===== src/rtl/fc_mac_array.sv =====
// fc_mac_array: fully-connected layer MAC array.
// NUM_CH output neurons run in parallel. Each accepted input beat carries one
// signed activation (i_node) that is shared by all channels, plus one signed
// weight per channel (i_wegt). Every channel keeps a 4*DATA_WIDTH accumulator
// that wraps on overflow. After the last beat, the latched bias is added in a
// single cycle. The result is then held in DONE until downstream accepts it.
//
// Handshakes (strict valid/ready): an input beat transfers on a rising edge
// where i_valid && o_ready. A result transfers on a rising edge where
// o_valid && i_result_ready. A source that raises valid keeps its payload
// stable until the transfer. o_result is stable for the whole DONE state.
//
// Ports:
//   clk, reset      - rising-edge clock, synchronous active-high reset
//   i_run           - start pulse; acted on only while o_idle=1
//   i_num_node      - number of beats in the run (sampled with i_run)
//   i_bias          - per-channel signed bias (sampled with i_run)
//   i_valid/o_ready - input beat handshake; o_ready is high only in ACC
//   i_node, i_wegt  - shared activation, per-channel weights
//   o_valid/i_result_ready - result handshake; o_valid is high only in DONE
//   o_result        - per-channel accumulators, channel c at [c*4*DW +: 4*DW]
//   o_idle          - high only in IDLE
//   dbg_state       - current FSM state (IDLE=0, ACC=1, BIAS=2, DONE=3)
//
// Configuration: define FC_MAC_RELU_EN to clamp negative channel results to 0
// on o_result. When it is undefined, o_result is the raw signed accumulator.
module fc_mac_array #(
   parameter int DATA_WIDTH = 16,
   parameter int NUM_CH     = 4,
   parameter int CNT_WIDTH  = 10
) (
   input  logic                             clk,
   input  logic                             reset,
   input  logic                             i_run,
   input  logic [CNT_WIDTH-1:0]             i_num_node,
   input  logic [NUM_CH*DATA_WIDTH-1:0]     i_bias,
   input  logic                             i_valid,
   output logic                             o_ready,
   input  logic [DATA_WIDTH-1:0]            i_node,
   input  logic [NUM_CH*DATA_WIDTH-1:0]     i_wegt,
   output logic                             o_valid,
   input  logic                             i_result_ready,
   output logic [NUM_CH*4*DATA_WIDTH-1:0]   o_result,
   output logic                             o_idle,
   output logic [1:0]                       dbg_state
);

   localparam int ACC_W = 4 * DATA_WIDTH;
   localparam int PRD_W = 2 * DATA_WIDTH;

   typedef enum logic [1:0] {IDLE = 2'd0, ACC = 2'd1, BIAS = 2'd2, DONE = 2'd3} state_t;

   state_t                               state;
   logic [CNT_WIDTH-1:0]                 num_node;
   logic [CNT_WIDTH-1:0]                 beat_cnt;
   logic [CNT_WIDTH-1:0]                 cnt_next;
   logic [NUM_CH-1:0][DATA_WIDTH-1:0]    bias_q;
   logic [NUM_CH-1:0][ACC_W-1:0]         acc;
   logic [NUM_CH-1:0][ACC_W-1:0]         prod_ext;
   logic [NUM_CH-1:0][ACC_W-1:0]         bias_ext;
   logic signed [PRD_W-1:0]              prod [NUM_CH];

   assign cnt_next  = beat_cnt + CNT_WIDTH'(1);
   assign dbg_state = state;

   // Full-precision signed products and sign-extended biases, widened to the
   // accumulator width so that the add below is a plain modulo-2^ACC_W add.
   always_comb begin
      prod_ext = '0;
      bias_ext = '0;
      for (int c = 0; c < NUM_CH; c++) begin
         prod[c]     = $signed(i_node) * $signed(i_wegt[c*DATA_WIDTH +: DATA_WIDTH]);
         prod_ext[c] = {{(ACC_W-PRD_W){prod[c][PRD_W-1]}}, prod[c]};
         bias_ext[c] = {{(ACC_W-DATA_WIDTH){bias_q[c][DATA_WIDTH-1]}}, bias_q[c]};
      end
   end

   // FSM plus datapath. o_ready/o_valid/o_idle are registered. Each one is
   // written together with the state it belongs to, so it always matches the
   // state.
   always_ff @(posedge clk) begin
      if (reset) begin
         state    <= IDLE;
         acc      <= '0;
         beat_cnt <= '0;
         num_node <= '0;
         bias_q   <= '0;
         o_ready  <= 1'b0;
         o_valid  <= 1'b0;
         o_idle   <= 1'b1;
      end else begin
         case (state)
            IDLE: begin
               if (i_run) begin
                  num_node <= i_num_node;
                  bias_q   <= i_bias;
                  acc      <= '0;
                  beat_cnt <= '0;
                  o_idle   <= 1'b0;
                  if (i_num_node == '0) begin
                     state <= BIAS;
                  end else begin
                     state   <= ACC;
                     o_ready <= 1'b1;
                  end
               end
            end
            ACC: begin
               // o_ready is 1 throughout ACC, so i_valid alone marks a beat.
               if (i_valid) begin
                  for (int c = 0; c < NUM_CH; c++) begin
                     acc[c] <= acc[c] + prod_ext[c];
                  end
                  beat_cnt <= cnt_next;
                  if (cnt_next == num_node) begin
                     state   <= BIAS;
                     o_ready <= 1'b0;
                  end
               end
            end
            BIAS: begin
               for (int c = 0; c < NUM_CH; c++) begin
                  acc[c] <= acc[c] + bias_ext[c];
               end
               state   <= DONE;
               o_valid <= 1'b1;
            end
            DONE: begin
               // A new i_run is not looked at here. A fresh run can only start
               // from IDLE, one cycle after the handoff.
               if (i_result_ready) begin
                  state   <= IDLE;
                  o_valid <= 1'b0;
                  o_idle  <= 1'b1;
               end
            end
            default: begin
               state   <= IDLE;
               o_ready <= 1'b0;
               o_valid <= 1'b0;
               o_idle  <= 1'b1;
            end
         endcase
      end
   end

   // The output is taken straight from the accumulator registers.
   always_comb begin
      o_result = '0;
      for (int c = 0; c < NUM_CH; c++) begin
`ifdef FC_MAC_RELU_EN
         o_result[c*ACC_W +: ACC_W] = acc[c][ACC_W-1] ? '0 : acc[c];
`else
         o_result[c*ACC_W +: ACC_W] = acc[c];
`endif
      end
   end

endmodule


===== config.mk =====
export PLATFORM = sky130hd
export DESIGN_NAME = fc_mac_array
export DESIGN_NICKNAME = d
export VERILOG_FILES = /design/src/rtl/fc_mac_array.sv
export SDC_FILE = /design/constraint.sdc
export NUM_CORES = 2
export LEC_CHECK = 0
export CAP_MARGIN = 5
export CORE_ASPECT_RATIO = 1.5
export CORE_UTILIZATION = 40
export DETAILED_ROUTE_END_ITERATION = 7
export GPL_ROUTABILITY_DRIVEN = 0
export PLACE_DENSITY_LB_ADDON = 0.25
export REMOVE_ABC_BUFFERS = 1
export SLEW_MARGIN = 5
export SYNTH_ARGS = -nofsm -noshare
export SYNTH_HDL_FRONTEND = slang
export SYNTH_SLANG_ARGS = --single-unit

===== constraint.sdc =====
create_clock -name clk -period 12.94 [get_ports clk]
set_input_delay 1.941 -clock clk [delete_from_list [all_inputs] [get_ports clk]]
set_output_delay 1.941 -clock clk [all_outputs]
set_load 0.03 [all_outputs]

==> key figures <==
Outcome
  • Run status: finished, final reports clean

Cells and area
  • Finished Layout Cells: 10100
  • Fillers: 15800
  • Multi-input gate area: 52200 µm²
  • Nets: 9770
  • Register area: 6910 µm²
  • Layout cell share with drive strength beyond 1: 3.74%
  • Most frequent cells in the layout: inv_1 (1225), fa_1 (1052), nand2_1 (928), ha_1 (596), and2_1 (513)
  • Area growth syn-to-layout: 13.0%
  • Most common cell after layout, fill and taps aside: inv_1

Route
  • Routed vias/inst: 5.31
  • Antenna-violating nets left: 0
  • Final wirelength: 199000 µm
  • Pre-Repair DR Iteration Count: 8
  • DR iter-0 viols: 2853
  • Final routed DRC violation total: 0
  • Routed vias: 53600
  • Routed len/inst: 19.7 µm

Global routing
  • Largest net degree at the start of global routing: 78
  • Number of global-route vias before repair: 56600
  • GR Overflow Total: 0
  • GRT Util Overall: 24.4%
  • First-pass GRT wire length: 312000 µm
  • Initial antenna violation count: 17

Timing
  • Final Setup Violations: 0
  • RSZ-0062 raised after global routing: no
  • Final Max Tran Viols: 0
  • Minimum clock period: 12.11 ns
  • Max Freq: 0.0826 GHz
  • Hold Slack: 0.455 ns
  • Post-route clock period utilization: 93.6%
  • Sum Neg Setup Slack: 0 ns
  • Max_slew headroom: 26.7%
  • Worst-Margin Slew: 1.10 ns
  • Final Skew: 0.0273 ns
  • Final hold violation count: 0

Critical path
  • Worst Path Arrival: 12.67 ns
  • Slowest-stage cell, CP: clkdlybuf4s50_1
  • Register-to-Register Setup Slack: 6.16 ns
  • CP required: 13.50 ns
  • Worst stage delay on the critical path: 0.75 ns
  • R2r endpoint: o_result[127]
  • CP Class: in -> reg
  • Crit path top cell by count: fa_1
  • Crit-path max FO: 31
  • Worst Reg-to-Reg Cells: 19
  • Setup crit end kind: register
  • Setup crit start kind: input pin
  • R2r startpoint: dbg_state[0]

Synth
  • Synth async-reset ratio: 0%
  • Seq/Total Area, Yosys: 10.6%
  • Main synth FF type: dfxtp_1
  • Ys Warns: 0
  • Synthesized area per cell: 8.45 µm²
  • Syn Std Cell Area: 65000 µm²
  • Post-synth cell types: 95
  • Cell taking the most area after synthesis: fa_1
  • #FFs+latches synth: 345
  • Number of synthesized flops with an enable pin: 0
  • Cell count after synthesis: 7692
  • Share of the synthesized area in the top cell type: 32.4%
  • Top cells by area, synth: fa_1 (32%), ha_1 (11%), dfxtp_1 (11%)

Placement
  • Post-detail-place hpwl: 161000 µm
  • Port buffer count: 419
  • Inst Count DP: 10000

CTS
  • Root buffer cell: clkbuf_16
  • CTS Sinks: 345
  • Clock transition at the registers of the reported paths: 0.06 ns
  • CTS Buf Count: 46
  • CTS tree: yes
  • Buffer count from post-CTS setup fixing: 0
  • Later-pin clock latency in the skew report: 0.65 ns
  • Post-cts hold buffer count: 0
  • Clock buffer depth: 3
  • Gates resized, CTS repair: 0
  • Htree depth: 2

Floorplan
  • Std cell rows: 180
  • Die Span X: 331 µm
  • Starting Density: 40.4%
  • Die area: 164000 µm²
  • DIE HEIGHT: 496 µm
  • I/O Pins: 420
  • Core area: 161000 µm²

Job
  • Max Cap Viol: 0

Hold path
  • Hold_sp: bias_ext[14]
  • Hold endpoint: bias_ext[14]
  • Hold path depth: 2
  • Hold WC Path Type: reg -> reg
cell families (layout without fill, tap and decap cells):
group	count (synthesis)	after routing	share of synthesized area, %
adder cells (fa/ha/maj)	1649	1649	43.9
XOR/XNOR	361	361	4.87
flip-flops	345	345	10.6
multiplexers	23	23	0.381
AND/OR/NAND/NOR	2287	2287	16.9
other	0	6	0
AO/OA/AOI/OAI	1465	1465	14.3
buffers and inverters	1562	1867	9.10
Yosys cell counts, types with 7 or more instances:
| cell | instances |
|---|---|
| o221ai_1 | 7 |
| a22oi_1 | 131 |
| nor4b_1 | 7 |
| or3_1 | 26 |
| o21ai_0 | 340 |
| ha_1 | 597 |
| buf_1 | 9 |
| o211ai_1 | 25 |
| nor4_1 | 8 |
| a21oi_1 | 420 |
| nor3b_1 | 15 |
| o31ai_1 | 31 |
| xor2_1 | 149 |
| a21boi_0 | 17 |
| a41o_1 | 7 |
| nand2_1 | 929 |
| nor2b_1 | 48 |
| inv_1 | 1226 |
| a41oi_1 | 7 |
| a211oi_1 | 37 |
| and4_1 | 9 |
| nor2_1 | 388 |
| o21a_1 | 46 |
| a221oi_1 | 12 |
| a21o_1 | 199 |
| nand4_1 | 41 |
| xnor2_1 | 212 |
| a31oi_1 | 41 |
| nand3_1 | 85 |
| mux2_2 | 14 |
| and2_1 | 514 |
| a22o_1 | 7 |
| nor3_1 | 52 |
| and3_1 | 44 |
| or2_2 | 10 |
| fa_1 | 1052 |
| o21ai_1 | 11 |
| dfxtp_1 | 345 |
| nand2b_1 | 85 |
| mux2i_1 | 9 |
| o21bai_1 | 42 |
| a32oi_1 | 9 |
| clkbuf_1 | 320 |
flip-flops by register name, summed over array words and instances, names as in the netlist:
register and count:
beat_cnt 10, bias_ext 64, dbg_state 2, num_node 10, o_idle 1, o_ready 1, o_result 256, o_valid 1
routing by layer:
layer	wire length (µm)	up-vias	track usage, %
met2	98700	1291	43.2
met4	6160	10	7.09
met3	13300	314	5.26
met5	52	-	0
met1	80400	26800	29.5
li1	-	25200	-
how the worst max path moves through the flow:
stage | from | to | slack [ns] | cells past startpoint
after CTS | i_wegt[2] | o_result[63] | 0.98 | 37
after global routing | i_wegt[2] | o_result[63] | 0.13 | 37
after detailed placement | i_node[5] | o_result[191] | 0.30 | 40
final | i_wegt[2] | o_result[63] | 0.83 | 38
after global placement | i_node[5] | o_result[191] | 0.43 | 40
after floorplan | i_node[10] | o_result[191] | 1.47 | 35
layout make-up:
cell class	instances	area share, %
multi-input combinational	5785	71.2
sequential	345	9.41
timing repair buffer	558	7.26
inverter	1226	6.27
tap	2093	3.57
clock buffer	59	1.75
clock inverter	24	0.573
antenna	6	0.0205
through the flow:
stage / util [%] / setup slack (ns) / area, µm²
floorplan: - / 1.47 / 63700
global placement: 44.6 / 0.435 / 71700
detailed placement: 44.6 / 0.298 / 71700
CTS: 45.6 / 0.979 / 73400
global route: 45.6 / 0.126 / 73400
finish: 45.6 / 0.830 / 73400
critical path, delay by kind of cell:
kind                       cells  cell delay (ns)
adders and majority gates      8             4.10
buffers and inverters          6             1.33
AOI/OAI and AO/OA             17             4.06
xor gates and xnor gates       2             0.29
and+or+nand+nor                5             0.90
Power is left out: the tool's default activity adds up to more than one toggle a clock period on the data nets, which glitch-free logic cannot reach.
